### config.mk
export PLATFORM = sky130hd
export DESIGN_NAME = rr_grant_sched
export DESIGN_NICKNAME = d
export VERILOG_FILES = /design/src/rtl/rr_grant_sched_pkg.sv /design/src/rtl/rr_grant_sched_ctz.sv /design/src/rtl/rr_grant_sched.sv
export SDC_FILE = /design/constraint.sdc
export NUM_CORES = 1
export LEC_CHECK = 0
export CAP_MARGIN = 20
export CORE_UTILIZATION = 35
export DETAILED_ROUTE_END_ITERATION = 7
export GPL_TIMING_DRIVEN = 0
export PLACE_DENSITY_LB_ADDON = 0.25
export SLEW_MARGIN = 20
export SYNTH_ARGS = -nofsm -noshare
export SYNTH_HDL_FRONTEND = slang
export SYNTH_SLANG_ARGS = --single-unit
### constraint.sdc
create_clock -name clk -period 2.6 [get_ports clk]
set_input_delay 0.52 -clock clk [delete_from_list [all_inputs] [get_ports clk]]
set_output_delay 0.52 -clock clk [all_outputs]
set_load 0.05 [all_outputs]
### src/rtl/rr_grant_sched_pkg.sv
// Shared definitions for the round-robin grant scheduler.
//   state_e : arbiter state encoding
//   CNT_W   : width of the grant-length counter
package rr_grant_sched_pkg;

    typedef enum logic [1:0] {
        ST_IDLE    = 2'd0,
        ST_BUSY    = 2'd1,
        ST_RELEASE = 2'd2
    } state_e;

    localparam int CNT_W = 16;

endpackage

### src/rtl/rr_grant_sched_ctz.sv
// Priority encoder counting trailing (CLZ=0) or leading (CLZ=1) zeros.
//   in_i   : vector to encode
//   cnt_o  : zero count; 0 (ZERO_IF_NONE=1) or all-ones when in_i is zero
//   zero_o : in_i has no bit set
module rr_grant_sched_ctz #(
    parameter int BITS         = 8,
    parameter int CLZ          = 0,
    parameter int ZERO_IF_NONE = 1
) (
    input  logic [BITS-1:0]         in_i,
    output logic [$clog2(BITS)-1:0] cnt_o,
    output logic                    zero_o
);

    localparam int W = $clog2(BITS);

    always_comb begin
        cnt_o  = '0;
        zero_o = (in_i == '0);
        if (CLZ != 0) begin
            // Ascending scan: the highest set bit is assigned last and wins.
            for (int i = 0; i < BITS; i++) begin
                if (in_i[i]) cnt_o = W'(BITS - 1 - i);
            end
        end else begin
            // Descending scan: the lowest set bit is assigned last and wins.
            for (int i = BITS - 1; i >= 0; i--) begin
                if (in_i[i]) cnt_o = W'(i);
            end
        end
        if (zero_o && (ZERO_IF_NONE == 0)) cnt_o = '1;
    end

endmodule

### src/rtl/rr_grant_sched.sv
// Round-robin arbiter for one shared resource among N requesters.
//   clk, rst     : clock, asynchronous active-high reset
//   req_i, en_i  : level requests and per-requester enables
//   done_i       : owner release pulse (only honoured while a grant is active)
//   gnt_o        : one-hot grant, zero when idle
//   gnt_idx_o    : owner index, holds the last owner when idle (resource mux select)
//   gnt_valid_o  : grant active
//   timeout_o    : one-cycle pulse when the hold limit forced the release
//   busy_cnt_o   : cycles elapsed in the current grant (saturating)
module rr_grant_sched
    import rr_grant_sched_pkg::*;
#(
    parameter int N        = 8,
    parameter int LOG_N    = $clog2(N),
    parameter int HOLD_MAX = 0
) (
    input  logic             clk,
    input  logic             rst,
    input  logic [N-1:0]     req_i,
    input  logic [N-1:0]     en_i,
    input  logic             done_i,
    output logic [N-1:0]     gnt_o,
    output logic [LOG_N-1:0] gnt_idx_o,
    output logic             gnt_valid_o,
    output logic             timeout_o,
    output logic [CNT_W-1:0] busy_cnt_o
);

    localparam logic [CNT_W-1:0] HOLD_LAST = CNT_W'((HOLD_MAX == 0) ? 0 : HOLD_MAX - 1);

    state_e             state_q;
    logic [LOG_N-1:0]   last_q;
    logic [LOG_N-1:0]   gnt_idx_q;
    logic [N-1:0]       gnt_q;
    logic               gnt_valid_q;
    logic               timeout_q;
    logic [CNT_W-1:0]   busy_cnt_q;
    logic [CNT_W-1:0]   busy_cnt_d;

    logic [N-1:0]       eff;
    logic [N-1:0]       hi;
    logic [N:0]         low_mask;
    logic [LOG_N-1:0]   hi_idx;
    logic [LOG_N-1:0]   eff_idx;
    logic [LOG_N-1:0]   winner;
    logic               hi_zero;
    logic               eff_zero;
    logic               own_req;
    logic               own_en;
    logic               hold_hit;
    logic               rel;

    assign eff = req_i & en_i;

    // Bits 0..last set; one bit wider so last=N-1 yields an all-ones mask
    // (no requester above the pointer) without overflow.
    assign low_mask = ((N + 1)'(2) << last_q) - (N + 1)'(1);
    assign hi       = eff & ~low_mask[N-1:0];

    rr_grant_sched_ctz #(.BITS(N), .CLZ(0), .ZERO_IF_NONE(1)) u_ctz_hi (
        .in_i   (hi),
        .cnt_o  (hi_idx),
        .zero_o (hi_zero)
    );

    rr_grant_sched_ctz #(.BITS(N), .CLZ(0), .ZERO_IF_NONE(1)) u_ctz_eff (
        .in_i   (eff),
        .cnt_o  (eff_idx),
        .zero_o (eff_zero)
    );

    // Wrap around to the full vector only when nobody above the pointer asks.
    assign winner = hi_zero ? eff_idx : hi_idx;

    assign own_req  = req_i[gnt_idx_q];
    assign own_en   = en_i[gnt_idx_q];
    assign hold_hit = (HOLD_MAX != 0) && (busy_cnt_q == HOLD_LAST);
    assign rel      = done_i || !own_req || !own_en || hold_hit;

    assign busy_cnt_d = (busy_cnt_q == '1) ? busy_cnt_q : busy_cnt_q + 1'b1;

    always_ff @(posedge clk or posedge rst) begin
        if (rst) begin
            state_q     <= ST_IDLE;
            last_q      <= LOG_N'(N - 1);
            gnt_idx_q   <= '0;
            gnt_q       <= '0;
            gnt_valid_q <= 1'b0;
            timeout_q   <= 1'b0;
            busy_cnt_q  <= '0;
        end else begin
            timeout_q <= 1'b0;
            unique case (state_q)
                ST_IDLE: begin
                    busy_cnt_q <= '0;
                    if (!eff_zero) begin
                        gnt_q       <= N'(1) << winner;
                        gnt_idx_q   <= winner;
                        gnt_valid_q <= 1'b1;
                        last_q      <= winner;
                        state_q     <= ST_BUSY;
                    end
                end
                ST_BUSY: begin
                    if (rel) begin
                        gnt_q       <= '0;
                        gnt_valid_q <= 1'b0;
                        busy_cnt_q  <= '0;
                        // Timeout only when the limit alone forced the release.
                        timeout_q   <= hold_hit && !done_i && own_req && own_en;
                        state_q     <= ST_RELEASE;
                    end else begin
                        busy_cnt_q <= busy_cnt_d;
                    end
                end
                ST_RELEASE: begin
                    busy_cnt_q <= '0;
                    state_q    <= ST_IDLE;
                end
                default: begin
                    gnt_q       <= '0;
                    gnt_valid_q <= 1'b0;
                    busy_cnt_q  <= '0;
                    state_q     <= ST_IDLE;
                end
            endcase
        end
    end

    assign gnt_o       = gnt_q;
    assign gnt_idx_o   = gnt_idx_q;
    assign gnt_valid_o = gnt_valid_q;
    assign timeout_o   = timeout_q;
    assign busy_cnt_o  = busy_cnt_q;

endmodule
==> out/qor.yml <==
run_status:
  run_status: "completed"
floorplanning:
  core_sq_mm: 0.00514
  die-area_sq_mm: 0.00566
  dieWidth_um: 75.3
  start_util_pct: 36.5
  rows: 26
  pin_count: 48
  die_h_um: 75.3
synth:
  synthArstFlopShare_pct: 100
  synth-edff-count: 0
  syn_nets: 222
  synth_seq_cells: 33
  syn_area_sq_mm: 0.00188
  synthFlopType: "dfrtp_1"
  netlist_instances: 201
  ys_types: 50
  ys_seq_area_share_pct: 44.2
  ys_warn_count: 0
  avgSynthCellArea_sq_um: 9.34
final_layout:
  stdcell_count: 335
  layout_common_cells: "clkdlybuf4s50_1, nand2_1, dfrtp_1, nor2_1, buf_4"
  fin_area_sq_mm: 0.00270
  final_common_cell: "clkdlybuf4s50_1"
  nets: 285
  syn2layout_area_growth_pct: 44.0
  num_antenna_cells: 0
  drive_above_1_share_pct: 20.0
timing:
  min_period_ns: 2.54
  relSlewSlack_pct: 53.8
  max_freq_mhz: 393
  setup_viol: 0
  fin_worst_skew_ns: 0.00953
  finalCritPeriodShare_pct: 97.8
  tightest_slew_ns: 0.691
  whs_ns: 0.497
  fin_ws_ns: 0.0577
  final-hold-violation-count: 0
  rsz0062_at_grt: "yes"
  maxSlewViolCount: 0
grt:
  grt_pass1_wl_um: 7450
  grt_use_total_pct: 17.7
  gr-total-overflow: 0
  grt_max_degree: 34
  grt_pass1_vias: 1629
  antenna_found_initial: 0
placed_design:
  post-place-ws_ns: -0.325
  portBuffers: 46
  place_congestion: 0.815
  hpwl_um: 3150
  dp_cells: 317
  placed_area_sq_mm: 0.00243
clock_tree:
  clk_pin_slew_ns: 0.07
  htreeDepth: 2
  clockBufferDepth: 2
  cts-root-buf: "clkbuf_8"
  clock_latency_ns: 0.28
  numCtsBuffers: 5
  clock_sinks: 33
  cts_tree: "built"
power:
  power_leakage_nw: 1.11
  p_per_area_mw_per_mm2: 1040
  fin_total_pwr_mw: 2.81
  ir_drop_uv: 761
setup_path:
  crit_required_ns: 2.77
  path_cells: "or3_4 -> ha_4 -> nor3b_4 -> nor4_4 -> nor3_2 -> a31oi_1 -> a31o_2 -> nand2_4 -> mux2_4"
  cp_max_fo: 6
  r2r_slack_ns: 0.06
  end_kind: "flop"
  r2r_start: "last_q[1]"
  rr_endpoint: "gnt_idx_o[0]"
  cp.depth: 9
  cpLargestDelayFamily: "simple AND/OR/NAND/NOR gates"
  cp-start-kind: "flop"
  crit_arrival_ns: 2.71
  crit_type: "reg2reg"
  worst-path-buf-inv: 0
  worst_path_max_delay_cell: "or3_4"
  critical_path.max_stage_delay_ns: 0.41
  r2r_cells: 9
routing:
  routed_wl_um: 4590
  wl_per_cell_um: 13.7
  drc_errors: 0
  drt-initial-drc-count: 75
  dr_total_vias: 1703
  drt_pass1_iterations: 4
  final_antenna_net_count: 0
  vias_per_cell: 5.08
worst_hold_path:
  hold_start: "last_q[1]"
  min_path_cells: 2
  holdPathEnd: "last_q[1]"
  min_path_type: "reg2reg"
flow_run:
  drv_cap: 0
[worst max-delay path by stage]
stage / start / end / slack, ns
2_1_floorplan: last_q[1] / gnt_idx_o[0] / 0.01
3_3_place_gp: last_q[1] / gnt_idx_o[0] / -0.27
3_5_place_dp: last_q[1] / gnt_idx_o[0] / -0.32
4_1_cts: last_q[2] / gnt_o[5] / 0.001
5_1_grt: last_q[1] / gnt_idx_o[0] / -0.02
6_report: last_q[1] / gnt_idx_o[0] / 0.06
[metal layers]
metal  global-route usage (%)  part of all wire, %
met5                        0                    0
met4                     5.97                 0.74
met3                     5.89                  5.0
met2                     27.5                   45
met1                     23.3                   50
[repair_timing]
item	in CTS	in global routing
setup endpoints to repair	12	20
hold buffers	0	0
buffers inserted	6	6
gates resized for setup	14	11
pin swaps	9	12
hold endpoints to repair	0	0
[kinds of logic after synthesis]
kind of cell    after synthesis  share of synthesized area [%]
simple gates                112                           30.3
other cells                   1                          0.200
xor+xnor                     10                           4.66
buf+inv                       8                           2.46
fa+ha+maj                     2                           1.33
mux                           7                           5.20
flops                        33                           44.2
compound gates               28                           11.7
[state kept, by name, indices dropped and copies added, names as in the netlist]
name         count
gnt_idx_o        3
state_q          2
last_q           3
busy_cnt_o      16
gnt_valid_o      1
gnt_o            8
[layout make-up]
| class | count | area [sq um] |
|---|---|---|
| Clock buffer | 7 | 76.3 |
| Multi-Input combinational cell | 160 | 1120 |
| Sequential cell | 33 | 830 |
| Tap cell | 70 | 87.6 |
| Inverter | 2 | 7.51 |
| Timing Repair Buffer | 58 | 551 |
| Fill cell | 494 | 2440 |
| Buffer | 4 | 21.3 |
| Clock inverter | 1 | 7.51 |
[where the power goes]
group	total (mW)	internal (mW)	switching (mW)
Combinational	1.66	0.706	0.951
Sequential	0.770	0.659	0.111
Clock	0.378	0.189	0.189
[cells in the mapped netlist (3+ instances only)]
library cell	instances	area share, %
nand2_1	38	7.6
and3_1	3	1.0
and2_1	3	1.0
nand3_1	12	3.2
nand4_1	4	1.3
a22o_1	4	1.9
nor4_2	3	2.0
dfrtp_1	30	40
nor3_1	4	1.1
nor2_1	28	5.6
a31oi_1	4	1.3
o21ai_0	4	1.1
mux2i_1	3	1.6
xor2_1	8	3.7
dfstp_2	3	4.2
[stage by stage]
step	TNS (ns)	util [%]
global placement	-3.66	47.2
finish	0	52.6
floorplan	0	-
CTS	0	51.3
detailed placement	-3.89	47.2
global route	-0.0318	52.6
[tightest hold or removal path, cell delays in order (launching register included)]
cell,delay (ns)
dfstp_2,0.40
nand2_1,0.06
nand2_1,0.04
Power figures use the tool's default switching activity.
